[config.mk]
export PLATFORM = sky130hd
export DESIGN_NAME = multi_commit_stage
export DESIGN_NICKNAME = d
export VERILOG_FILES = /design/src/rtl/multi_commit_stage.sv
export SDC_FILE = /design/constraint.sdc
export NUM_CORES = 1
export LEC_CHECK = 0
export ABC_AREA = 1
export CELL_PAD_IN_SITES_DETAIL_PLACEMENT = 0
export CELL_PAD_IN_SITES_GLOBAL_PLACEMENT = 1
export CORE_UTILIZATION = 19
export CTS_CLUSTER_SIZE = 16
export DETAILED_ROUTE_END_ITERATION = 7
export GPL_TIMING_DRIVEN = 0
export HOLD_SLACK_MARGIN = 0.02
export PLACE_DENSITY_LB_ADDON = 0.05
export REMOVE_ABC_BUFFERS = 1
export SLEW_MARGIN = 40
export SYNTH_ARGS = -nofsm -noshare
export SYNTH_HDL_FRONTEND = slang
export SYNTH_SLANG_ARGS = --single-unit
[constraint.sdc]
create_clock -name clock -period 1.3 [get_ports clock]
set_input_delay 0.13 -clock clock [delete_from_list [all_inputs] [get_ports clock]]
set_output_delay 0.13 -clock clock [all_outputs]
set_load 0.005 [all_outputs]
[src/rtl/multi_commit_stage.sv]
// N-wide in-order commit stage: retires the ready prefix of the ROB head window and serialises stores.
// Optional COMMIT_STATS_EN adds saturating retired_count and store_stall_cycles counters.
module multi_commit_stage #(
    parameter int COMMIT_WIDTH = 2,
    parameter int XLEN         = 32,
    parameter int REG_IDX_W    = 5,
    parameter int ROB_TAG_W    = 5
) (
    input  logic                              clock,
    input  logic                              reset,
    input  logic [COMMIT_WIDTH-1:0]           head_valid,
    input  logic [COMMIT_WIDTH-1:0]           head_ready,
    input  logic [COMMIT_WIDTH*XLEN-1:0]      head_value,
    input  logic [COMMIT_WIDTH*REG_IDX_W-1:0] head_dest_reg,
    input  logic [COMMIT_WIDTH-1:0]           head_wr_mem,
    input  logic [COMMIT_WIDTH*XLEN-1:0]      head_mem_addr,
    input  logic [COMMIT_WIDTH*2-1:0]         head_mem_size,
    input  logic [COMMIT_WIDTH*ROB_TAG_W-1:0] head_rob_tag,
    output logic [$clog2(COMMIT_WIDTH+1)-1:0] commit_count,
    output logic [COMMIT_WIDTH-1:0]           commit_valid,
    output logic [COMMIT_WIDTH*ROB_TAG_W-1:0] commit_rob_tag,
    output logic [COMMIT_WIDTH-1:0]           reg_wr_en,
    output logic [COMMIT_WIDTH*REG_IDX_W-1:0] reg_wr_idx,
    output logic [COMMIT_WIDTH*XLEN-1:0]      reg_wr_data,
    output logic                              st_req,
    output logic [XLEN-1:0]                   st_addr,
    output logic [XLEN-1:0]                   st_data,
    output logic [1:0]                        st_size,
    input  logic                              st_ack
`ifdef COMMIT_STATS_EN
    ,
    output logic [63:0]                       retired_count,
    output logic [31:0]                       store_stall_cycles
`endif
);

    localparam int CNT_W = $clog2(COMMIT_WIDTH + 1);

    typedef enum logic {
        IDLE,
        ST_WAIT
    } state_t;

    state_t                 state;
    logic [ROB_TAG_W-1:0]   st_tag;
    logic [COMMIT_WIDTH-1:0] retire;
    logic [COMMIT_WIDTH-1:0] wr_cand;
    logic                   store_start;

    // A slot retires only if it and every older slot are valid, ready, non-store ALU ops.
    always_comb begin : prefix_scan
        logic ok;
        ok     = 1'b1;
        retire = '0;
        for (int i = 0; i < COMMIT_WIDTH; i++) begin
            ok        = ok & head_valid[i] & head_ready[i] & ~head_wr_mem[i];
            retire[i] = ok;
        end
    end

    assign store_start = head_valid[0] & head_ready[0] & head_wr_mem[0];

    always_comb begin
        commit_valid = '0;
        if (!reset) begin
            if (state == IDLE) begin
                commit_valid = retire;
            end else if (st_ack) begin
                commit_valid[0] = 1'b1;
            end
        end
    end

    always_comb begin
        commit_count = '0;
        for (int i = 0; i < COMMIT_WIDTH; i++) begin
            commit_count = commit_count + CNT_W'(commit_valid[i]);
        end
    end

    always_comb begin
        commit_rob_tag = head_rob_tag;
        if (state == ST_WAIT) begin
            commit_rob_tag[ROB_TAG_W-1:0] = st_tag;
        end
    end

    assign reg_wr_idx  = head_dest_reg;
    assign reg_wr_data = head_value;

    // Only the youngest committing writer of a given register in this group may write it.
    always_comb begin
        wr_cand   = '0;
        reg_wr_en = '0;
        for (int i = 0; i < COMMIT_WIDTH; i++) begin
            wr_cand[i] = commit_valid[i] && (state == IDLE) && !head_wr_mem[i]
                         && (head_dest_reg[i*REG_IDX_W +: REG_IDX_W] != '0);
        end
        for (int i = 0; i < COMMIT_WIDTH; i++) begin
            reg_wr_en[i] = wr_cand[i];
            for (int j = i + 1; j < COMMIT_WIDTH; j++) begin
                if (wr_cand[j] && (head_dest_reg[j*REG_IDX_W +: REG_IDX_W]
                                   == head_dest_reg[i*REG_IDX_W +: REG_IDX_W])) begin
                    reg_wr_en[i] = 1'b0;
                end
            end
        end
    end

    always_ff @(posedge clock) begin
        if (reset) begin
            state   <= IDLE;
            st_req  <= 1'b0;
            st_addr <= '0;
            st_data <= '0;
            st_size <= '0;
            st_tag  <= '0;
        end else begin
            case (state)
                IDLE: begin
                    if (store_start) begin
                        st_addr <= head_mem_addr[XLEN-1:0];
                        st_data <= head_value[XLEN-1:0];
                        st_size <= head_mem_size[1:0];
                        st_tag  <= head_rob_tag[ROB_TAG_W-1:0];
                        st_req  <= 1'b1;
                        state   <= ST_WAIT;
                    end
                end
                ST_WAIT: begin
                    if (st_ack) begin
                        st_req <= 1'b0;
                        state  <= IDLE;
                    end
                end
                default: begin
                    st_req <= 1'b0;
                    state  <= IDLE;
                end
            endcase
        end
    end

`ifdef COMMIT_STATS_EN
    // Both counters stick at all-ones rather than wrapping.
    always_ff @(posedge clock) begin
        if (reset) begin
            retired_count      <= '0;
            store_stall_cycles <= '0;
        end else begin
            if ((64'hFFFF_FFFF_FFFF_FFFF - retired_count) < 64'(commit_count)) begin
                retired_count <= 64'hFFFF_FFFF_FFFF_FFFF;
            end else begin
                retired_count <= retired_count + 64'(commit_count);
            end
            if ((state == ST_WAIT) && !st_ack && (store_stall_cycles != 32'hFFFF_FFFF)) begin
                store_stall_cycles <= store_stall_cycles + 32'd1;
            end
        end
    end
`endif

endmodule

# Word level (Yosys, flattened, before mapping)
# Index checks and enable logic that the tools add are counted.
# classes
eq_ne	3
mux	12
bitwise	9
n_addsub	1
n_reduce_logical	13
# op_table
operator	n
$reduce_bool A5 Y1	2
$mux W1	8
$logic_and A1 B1 Y1	7
$and A1 B1 Y1	6
$eq A5 B5 Y1	1
$mux W5	1
$ne A2 B2 Y1 const B	2
$pmux W1 S2	2
$reduce_and A2 Y1	2
$not A1 Y1	3
$add A1 B1 Y2	1
$logic_not A1 Y1	2
$mux W2	1
# totals
out_inout_bits	157
in_bits	161
register_bits	73
elab_cells	44

# Longest topological paths before layout
# Gate-level depths: netlist of the first run.
# logic_depth
word_depth	12
mapped_depth	7
depth_no_buf	7

# Worst setup path after synthesis of the first run
# No wires, ideal clock.
# synth_timing
path_kind	register -> output
startpoint	register state
endpoint	output commit_count[0]
stages_incl_launch_ff	5
arrival_ns	1.035
required_ns	1.170
slack_ns	0.135
path_cell_list	dfxtp_1 -> nor2_1 -> nand3_1 -> a21oi_1 -> ha_1
# synth_between
elab_chain_cells	3
elab_cells_between_ends	4
classes_between	1 x add/sub; 3 x mux
# synth_lines
element	line	text
start: declaration	44	state_t state;
start signal: assignment	112	state <= IDLE;
start signal: assignment	127	state <= ST_WAIT;
start signal: assignment	133	state <= IDLE;
$mux W1	66	if (state == IDLE) begin
$mux W2	65	if (!reset) begin
via commit_valid[0]	20	output logic [COMMIT_WIDTH-1:0] commit_valid,
$add A1 B1 Y2	77	commit_count = commit_count + CNT_W'(commit_valid[i]);
end: declaration	19	output logic [$clog2(COMMIT_WIDTH+1)-1:0] commit_count,
# The timed path passes the listed nets, and every way through them passes these cells.

# Worst setup path in the final report of the first run
# layout_timing
startpoint	register state
endpoint	output commit_count[0]
# layout_between
elab_chain_cells	3
elab_cells_between_ends	4
classes_between	1 x add/sub; 3 x mux
# layout_lines
element	line
$mux W1	66
$mux W2 (*)	65
$add A1 B1 Y2 (*)	77
# Mark *: on every way between the ends. The rest lies on a longest branch, timed or not.

==> results.md, run 1 <==
- # IOs: 318
- Int Power: 4.77 mW
- Yosys reg bits: 73
- Peak VDD IR: 0.582 mV
- Top FF cell, synth: dfxtp_1
- TNS Setup: -17.81 ns
- Synthesized cell area: 0.00337 mm²
- YS warnings: 0
- Cells after Synth: 449
- CTS HTree Levels: 3
- Post-route minimum period: 1.61 ns
- Vias: 3544
- Area growth from synthesis to layout: 105%
- Top-count cell post-synth: nor2_1
- Die Span X: 135 µm
- Hold crit path type: in2reg
- Critical setup path kind: reg2out
- Critical Path Sink Type: primary output
- # rows: 48
- CP Max Fanout: 3
- Lkg Pwr: 3.16 nW
- Register area share after synthesis: 43.4%
- Post-DP HPWL: 8.92 mm
- Largest cells by area after synthesis: dfxtp_1, buf_4, nor2_1, o21ai_0, nand2_1
- Syn Area/Cell: 7.50 µm²
- Pwr per Cell Area: 939 mW/mm²
- Library cells used by synthesis: 23
- Failing checks: setup timing
- Arrival @ worst endpoint: 1.48 ns
- Fin. max-slew vios: 0
- TritonCTS Buffers: 9
- Status: complete, but fails checks
- Clock Latency Late Sink: 0.34 ns
- Drt initial violations: 85
- Buffers on Ports: 209
- Sw frac: 26.4%
- Share of power burned in registers: 37.4%
- Core box area: 0.0173 mm²
- CTS tree: built
- Vias in the first global route: 3446
- Crit path launch type: register
- Area share of the largest cell type after synthesis: 43.4%
- Routability Congestion: 0.704
- Asr flop ratio synth: 0%
- Slew margin rel.: 71.1%
- NetSw: 1.71 mW
- Commonest cells in the netlist: nor2_1, buf_4, dfxtp_1, o21ai_0, nand2_1
- Final Setup Violations: 82
- Final WL: 15.7 mm
- Vias per inst: 4.15
- DR pass1 iterations: 4
- Total grt overflow: 0
- Largest net degree at the start of global routing: 38
- Final ANT Viol Nets: 0
- Post-DR wirelength/cell: 18.5 µm
- Layout Nets: 785
- Post-synth EDFFs: 0
- Clock Power Share: 40.9%
- Chip Height: 135 µm
- WP data required: 1.17 ns
- Fmax: 622 MHz
- Sink Count: 73
- Max-cap violations: 0
- Combinational power share: 21.7%
- Yosys top cell by area: dfxtp_1
- Setup Skew: 0.00401 ns
- Share of layout cells above drive strength 1: 33.9%
- RSZ-0062 raised after global routing: true
- Worst-Margin Slew: 0.434 ns
- Clock-pin slew on the worst setup and hold paths: 0.06 ns
- Fin util: 39.9%
- Min setup slack post-route: -0.307 ns
- Crit share post-route: 124%
- Ant. Diodes: 0
- Initial antenna violation count: 0
- DRC violations left: 0
- Fin. Hold Viols: 0
- CTS max path bufs: 2
- Filler instances: 1780
- Die area: 0.0183 mm²
- Root buffer cell: clkbuf_16
- Placed cells: 785
- Tot GR Track Use: 16.8%
- Starting Density: 19.5%
- Hold Slack: 0.0859 ns
- Final non-filler cell total: 853
- First-pass GRT wire length: 22.0 mm
==> timing repair <==
action | 4_1_cts | 5_1_grt
pin swaps | 21 | 24
gates resized for setup | 343 | 106
hold buffers | 0 | 0
setup buffers | 32 | 6
endpoints found under the setup margin | 153 | 91
cloned | 17 | 2
==> state kept, by name, indices dropped and copies added, names as in the netlist <==
| name | count |
|---|---|
| st_tag | 5 |
| state | 1 |
| st_data | 32 |
| st_req | 1 |
| st_addr | 32 |
| st_size | 2 |
==> layout make-up <==
class	count	area [µm²]	area share [%]
clock inverter	5	62.6	0.907
timing repair inverter	3	27.5	0.399
clock buffer	11	253	3.66
inverter	17	106	1.54
tap	225	282	4.08
multi-input combinational	257	1750	25.3
sequential	73	1470	21.4
timing repair buffer	262	2950	42.7
==> critical path, stage by stage, from the launching register on <==
cell and delay (ns):
dfxtp_4 0.36, nor2_4 0.13, nand3_4 0.12, a21oi_4 0.19, ha_4 0.23, buf_6 0.11
==> power groups by stage <==
| stage | sequential, mW | clock [mW] | combinational (mW) |
|---|---|---|---|
| 3_5_place_dp | 2.46 | 0 | 1.02 |
| 4_1_cts | 2.42 | 2.77 | 1.34 |
| 2_1_floorplan | 2.47 | 0 | 0.209 |
| 5_1_grt | 2.44 | 2.86 | 1.51 |
| 6_report | 2.42 | 2.65 | 1.41 |
| 3_3_place_gp | 2.45 | 0 | 1.01 |
==> stage by stage <==
step | setup WS, ns | power (mW) | cell area (µm²)
2_1_floorplan | -0.693 | 2.68 | 2630
3_3_place_gp | -2.55 | 3.47 | 5010
3_5_place_dp | -0.797 | 3.48 | 5080
4_1_cts | -0.318 | 6.54 | 6520
5_1_grt | -0.369 | 6.81 | 6900
6_report | -0.307 | 6.48 | 6900
==> worst paths after layout <==
kind	depth (start not counted)	slack (ns)	end	start
max	5	-0.31	commit_count[0]	state$_SDFF_PP0_
min	3	0.09	st_data[1]$_SDFFE_PP0P_	head_value[1]
max reg2reg	10	-0.29	st_tag[4]$_SDFFE_PP0P_	state$_SDFF_PP0_
min reg2reg	2	0.46	st_tag[0]$_SDFFE_PP0P_	st_tag[0]$_SDFFE_PP0P_
==> cell usage in the layout (no fill, tap or decap), types with 2 or more instances in the layout <==
cell | netlist | final
clkbuf_16 | 0 | 11
dlymetal6s2s_1 | 0 | 22
nand4_1 | 2 | 2
buf_4 | 79 | 10
nor2_1 | 142 | 78
o21ai_1 | 5 | 20
a21oi_1 | 7 | 4
buf_2 | 3 | 8
buf_8 | 0 | 4
dfxtp_2 | 0 | 6
nor2_4 | 1 | 50
nand2_1 | 21 | 20
dfxtp_1 | 73 | 66
buf_12 | 0 | 16
o21ai_0 | 71 | 9
a21oi_2 | 0 | 2
clkdlybuf4s50_1 | 0 | 97
o21ai_2 | 0 | 46
buf_16 | 0 | 12
dlygate4sd2_1 | 0 | 78
inv_1 | 15 | 14
buf_6 | 6 | 12
clkinv_4 | 0 | 2
clkinvlp_4 | 0 | 4
nor2_2 | 0 | 15
clkbuf_8 | 0 | 2
nand3_1 | 4 | 3
==> logic make-up after synthesis <==
| kind of cell | synth area share [%] |
|---|---|
| and+or+nand+nor | 19.9 |
| DFF | 43.4 |
| adders and majority gates | 0.372 |
| buffers and inverters | 23.7 |
| AOI/OAI and AO/OA | 12.3 |
| xor gates and xnor gates | 0.260 |
==> metal layers <==
layer / up-vias / GRT usage (%) / share of wire, %
met1: 1629 / 21.7 / 45
met2: 194 / 23.0 / 42
met5: - / 3.61 / 0.55
met3: 17 / 9.05 / 11
li1: 1700 / - / -
met4: 4 / 5.62 / 1.2
Note: power is estimated with default switching activity, not from simulation.
==> run 2: changes to the inputs <==
- REMOVE_ABC_BUFFERS: 1 -> unset
==> run 2 against run 1 <==
  * The flow still finishes with violations (setup timing)
  * Routed wire length is 17% lower
  * Sequential cell count stayed put
  * Sequential power hardly changed
  * Register-to-register slack hardly changed
  * Non-clock buffer count is 117 higher
  * Global-route usage is 2.5 points lower
  * Worst setup slack better by 0.018 ns
  * Critical endpoint unchanged
==> results.md, run 2 (synthesis results as in run 1) <==
- Fin util: 43.9% (+4.0 points)
- DR pass1 iterations: 6 (+2)
- Hold Buf Count CTS: 0 (unchanged)
- Setup Skew: 0.00447 ns (+0.000456 ns)
- Vias in the first global route: 3814 (+11%)
- Crit share post-route: 122% (-1.4 points)
- Final WL: 13.0 mm (-17%)
- Critical Path Sink Type: primary output
- Sink Count: 73 (unchanged)
- Post-DP HPWL: 9.13 mm (+2.3%)
- Final Total Pwr: 6.70 mW (+3.4%)
- Clock-pin slew on the worst setup and hold paths: 0.06 ns (about the same)
- Buffers on Ports: 246 (+18%)
- Max-cap violations: 0 (unchanged)
- Peak VDD IR: 0.506 mV (-13%)
- Critical setup path kind: reg2out
- Area growth from synthesis to layout: 125%
- R2R Path End: st_size[0]$_SDFFE_PP0P_
- Arrival @ worst endpoint: 1.46 ns (-0.02 ns)
- CP Max Fanout: 3 (unchanged)
- TritonCTS Buffers: 9 (unchanged)
- WP data required: 1.17 ns (about the same)
- Reg2Reg Depth: 9 (-1)
- Largest regs: st_addr: 32 flops, st_data: 32 flops, st_tag: 5 flops
- Lkg Pwr: 3.46 nW (+9.3%)
- RSZ-0062 raised after global routing: true
- Initial antenna violation count: 0 (unchanged)
- Hold crit path type: in2reg
- Share of layout cells above drive strength 1: 35.3% (+1.4 points)
- Chip Height: 135 µm (unchanged)
- Total grt overflow: 0 (unchanged)
- Worst-Margin Slew: 0.636 ns (+0.202 ns)
- # IOs: 318 (unchanged)
- Vias: 3792 (+7.0%)
- Clock Latency Late Sink: 0.34 ns (about the same)
- CTS max path bufs: 2 (unchanged)
- Reg2reg setup slack: -0.28 ns (about the same)
- Routability Congestion: 0.713 (+1.4%)
- Tot GR Track Use: 14.3% (-2.5 points)
- Root buffer cell: clkbuf_16
- Drt initial violations: 121 (+42%)
- # rows: 48 (unchanged)
- Ant. Diodes: 0 (unchanged)
- Post-DR wirelength/cell: 13.5 µm (-27%)
- Hold Path End: state$_SDFF_PP0_
- Fin. Hold Viols: 0 (unchanged)
- First-pass GRT wire length: 19.9 mm (-9.5%)
- Crit path launch type: register
- Hold Path Depth: 3 (unchanged)
- Die area: 0.0183 mm² (unchanged)
- HP Start: head_wr_mem[0]
- Final Setup Violations: 82 (unchanged)
- Fin. max-slew vios: 0 (unchanged)
- Post-synth net total: 611
- Most common cell after layout, fill and taps aside: clkdlybuf4s50_1
- Most frequent cells in the layout: clkdlybuf4s50_1, dlygate4sd2_1, buf_4
- Final ANT Viol Nets: 0 (unchanged)
- DRC violations left: 0 (unchanged)
- CTS tree: built
- Post-route minimum period: 1.59 ns (-0.0180 ns)
- Largest net degree at the start of global routing: 13 (-66%)
- Vias per inst: 3.92 (-5.6%)
- CTS HTree Levels: 3 (unchanged)
- Pwr per Cell Area: 883 mW/mm² (-6.0%)
- Min setup slack post-route: -0.289 ns (+0.0180 ns)
- Status: complete, but fails checks
- Worst reg2reg startpoint: state$_SDFF_PP0_
- Failing checks: setup timing
- Core box area: 0.0173 mm² (unchanged)
- Fmax: 629 MHz (+1.1%)
- Starting Density: 19.5% (unchanged)
- Slew margin rel.: 57.6% (-13 points)
- Die Span X: 135 µm (unchanged)
- Layout Nets: 899 (+15%)
[run 2: power by group]
group	switching (mW)	internal, mW
Sequential	0.0556	2.36
Combinational	0.616	0.963
Clock	0.976	1.73
[run 2: layout make-up]
cell class              instances  area, µm²
fillers                      1755       9710
repair buffers                278       2780
multi-input cells             257       1770
flip-flops and latches         73       1470
plain buffers                 101        895
well taps                     225        282
clock buffers                  11        243
clock inverters                 5       78.8
inverters                      17       72.6
[run 2: layer usage]
metal | vias up | part of all wire (%) | track usage, % | wire [µm]
met4 | 0 | 1.4 | 5.81 | 177
met2 | 153 | 49 | 24.4 | 6390
met3 | 10 | 8.5 | 4.73 | 1110
met5 | - | 0 | 0 | 0
li1 | 1925 | - | - | -
met1 | 1704 | 41 | 16.3 | 5360
[run 2: through the flow]
stage | instance area, µm² | setup WS [ns] | std cells | hold slack (ns) | TNS (ns)
detailed placement | 6110 | -0.685 | 920 | 0.444 | -38.64
floorplan | 3370 | 0.135 | 449 | 0.265 | 0
CTS | 7310 | -0.307 | 964 | 0.174 | -13.70
global placement | 6110 | -0.690 | 920 | 0.435 | -36.25
global route | 7590 | -0.343 | 967 | 0.209 | -18.47
finish | 7590 | -0.289 | 967 | 0.189 | -15.10
[run 2: repair_timing]
item / CTS / global route
endpoints found under the setup margin: 191 / 83
cloned: 11 / 1
gates resized for setup: 357 / 94
setup buffers: 18 / 9
pin swaps: 27 / 34
endpoints found under the hold margin: 0 / 0
[run 2: worst max path at each step]
stage | to | cells after the start | startpoint | slack [ns]
finish | commit_count[0] | 6 | state$_SDFF_PP0_ | -0.29
global route | commit_count[0] | 6 | state$_SDFF_PP0_ | -0.34
detailed placement | reg_wr_en[0] | 5 | reset | -0.68
CTS | commit_count[0] | 5 | state$_SDFF_PP0_ | -0.31
floorplan | commit_count[0] | 4 | state$_SDFF_PP0_ | 0.14
global placement | commit_count[0] | 6 | head_wr_mem[0] | -0.69
[run 2: critical path, stage by stage, from the launching register on]
cell and delay (ns):
dfxtp_4 0.36, nor2_4 0.11, nand3_4 0.11, nor2_4 0.14
buf_6 0.11, ha_4 0.19, buf_6 0.11
==> run 3: changes to the inputs <==
- CORE_ASPECT_RATIO: unset -> 0.7
- clock period: 1.3 -> 1.5 ns (I/O delays scaled with it)
==> run 3 against run 2 <==
  * Sequential cell count unchanged
  * Critical endpoint unchanged
  * Total power fell by 19%
  * The run still ends with setup timing left
  * Non-clock buffer count fell by 24
  * Cell area is 14% lower
  * Register-to-register slack better by 0.47 ns
  * Sequential power fell by 13%
  * Die area about the same
  * First-iteration DRC count increased by 13%
  * Combinational power decreased by 26%
  * Routed wire length down 9.7%
  * Core utilization down 5.9 points
  * Sequential share of layout area increased by 3.0 points
==> results.md, run 3 (synthesis results as in run 1) <==
- Status: complete, but fails checks
- Failing checks: setup timing
- Share of layout cells above drive strength 1: 19.7% (-16 points)
- CTS HTree Levels: 3 (unchanged)
- DR pass1 iterations: 4 (-2)
- Critical setup path kind: reg2out
- Vias per inst: 3.83 (-2.2%)
- Hold Buf Count CTS: 0 (unchanged)
- Buffers on Ports: 246 (unchanged)
- Post-place setup slack: -0.531 ns (+0.154 ns)
- Crit path launch type: register
- TritonCTS Buffers: 9 (unchanged)
- Drt initial violations: 137 (+13%)
- Final Total Pwr: 5.40 mW (-19%)
- Final WL: 11.8 mm (-9.7%)
- Max-cap violations: 0 (unchanged)
- Crit share post-route: 107%
- DRC violations left: 0 (unchanged)
- Reg area: 0.00147 mm² (-0.26%)
- First-pass GRT wire length: 17.6 mm (-12%)
- Most frequent cells in the layout: clkdlybuf4s50_1, nor2_1, buf_4
- Hold Path Depth: 3 (unchanged)
- Peak VDD IR: 0.408 mV (-19%)
- Arrival @ worst endpoint: 1.46 ns (about the same)
- Initial antenna violation count: 0 (unchanged)
- Layout Nets: 875 (-2.7%)
- Vias: 3635 (-4.1%)
- RSZ-0062 raised after global routing: true
- Lkg Pwr: 2.83 nW (-18%)
- Critical path buffers and inverters: 2 (unchanged)
- Post-DR wirelength/cell: 12.4 µm (-7.9%)
- # rows: 40 (-17%)
- Fmax: 621 MHz
- Top delay family on crit path: simple AND/OR/NAND/NOR gates
- Slowest cell on the critical path: dfxtp_4
- Final non-filler cell total: 948 (-2.0%)
- Area growth from synthesis to layout: 94.8%
- Clock Latency Late Sink: 0.33 ns (about the same)
- Post-route minimum period: 1.61 ns
- Placed cells: 926 (+0.65%)
- Core box area: 0.0173 mm² (-0.17%)
- Most common cell after layout, fill and taps aside: clkdlybuf4s50_1
- Fin. Hold Viols: 0 (unchanged)
- Clock-pin slew on the worst setup and hold paths: 0.06 ns (about the same)
- Worst-Margin Slew: 0.502 ns (-0.134 ns)
- Min setup slack post-route: -0.111 ns (+0.178 ns)
- Fin util: 38.0% (-5.9 points)
- Post-synth net total: 611 (unchanged)
- Reg2Reg Depth: 6 (-3)
- Setup Skew: 0.00900 ns (+0.00453 ns)
- Die area: 0.0183 mm² (about the same)
- Critical path depth: 6 (unchanged)
- Slew margin rel.: 66.5% (+8.9 points)
- Final Setup Violations: 3 (-96%)
- Vias in the first global route: 3372 (-12%)
- # IOs: 318 (unchanged)
- Critical Path Sink Type: primary output
- Die Span X: 161 µm (+19%)
- Post-DP HPWL: 8.98 mm (-1.7%)
- Critical path cell sequence: nor2_4, nand3_4, nor2_4, buf_12, ha_4, buf_6
- CTS max path bufs: 2 (unchanged)
- Fin. max-slew vios: 0 (unchanged)
- Final ANT Viol Nets: 0 (unchanged)
- Multi-input logic area: 0.00117 mm² (-34%)
- CP Max Fanout: 3 (unchanged)
- Largest regs: st_addr: 32 flops, st_data: 32 flops, st_tag: 5 flops
- Pwr per Cell Area: 823 mW/mm² (-6.7%)
- Total grt overflow: 0 (unchanged)
- Hold crit path type: in2reg
- Starting Density: 19.5% (+0.034 points)
- Most used cell, CP: nor2_4
- Root buffer cell: clkbuf_16
- CTS tree: built
- Sink Count: 73 (unchanged)
- Largest net degree at the start of global routing: 14 (+1)
- Tot GR Track Use: 12.4% (-1.9 points)
- Chip Height: 113 µm (-16%)
- WP data required: 1.35 ns (+0.18 ns)
- Filler instances: 1787 (+1.8%)
- Routability Congestion: 0.721 (+1.0%)
- Max incr delay on CP: 0.35 ns (about the same)
- Ant. Diodes: 0 (unchanged)
## run 3: cell count changes in the layout (fill, tap and decap cells not counted), sizes merged, moves of 2 or more
cell           change
dlygate4sd2      -108
clkdlybuf4s50    +108
buf               -26
clkinvlp           +2
## run 3: per-layer routing
layer | track usage, % | routed length [µm] | vias to the layer above
li1 | - | - | 1874
met1 | 15.1 | 5130 | 1603
met2 | 19.6 | 5290 | 150
met3 | 5.90 | 1250 | 8
met4 | 3.21 | 96 | 0
met5 | 0 | 0 | -
## run 3: cell type report
class | count | area share [%]
timing repair buffer | 253 | 38.4
clock inverter | 6 | 1.03
clock buffer | 9 | 3.44
buffer | 102 | 11.5
multi-input combinational | 257 | 17.9
sequential | 73 | 22.4
inverter | 17 | 1.03
tap | 231 | 4.41
## run 3: what timing repair did
action                                  4_1_cts  5_1_grt
pin swaps                                     6        5
setup buffers                                 5        1
endpoints found under the setup margin       11       21
gates cloned                                  0        1
resized for setup                            69       14
## run 3: path summary, 6_finish.rpt
kind                                              from                       end  slack (ns)
worst max register to register        state$_SDFF_PP0_  st_addr[31]$_SDFFE_PP0P_        0.19
worst max-delay path                  state$_SDFF_PP0_           commit_count[0]       -0.11
worst min-delay path                    head_wr_mem[0]          state$_SDFF_PP0_        0.37
worst min register to register  st_tag[3]$_SDFFE_PP0P_    st_tag[3]$_SDFFE_PP0P_        0.45
## run 3: per-stage QoR
stage / hold WS, ns / area [µm²] / setup TNS, ns
4_1_cts: 0.323 / 6500 / -0.239
2_1_floorplan: 0.285 / 3370 / 0
5_1_grt: 0.377 / 6560 / -0.529
3_5_place_dp: 0.440 / 6120 / -16.54
6_report: 0.367 / 6560 / -0.170
3_3_place_gp: 0.435 / 6120 / -15.67
## run 3: power by group
part | leakage [nW] | internal, mW | switching (mW) | total [mW]
sequential | 0.597 | 2.04 | 0.0464 | 2.09
combinational | 2.09 | 0.780 | 0.391 | 1.17
clock | 0.138 | 1.28 | 0.853 | 2.14
total | 2.83 | 4.11 | 1.29 | 5.40
## run 3: worst min-delay path: cells and delay by family
kind,cells,cell delay (ns)
compound gates,1,0.08
simple gates,1,0.13
buf+inv,1,0.29
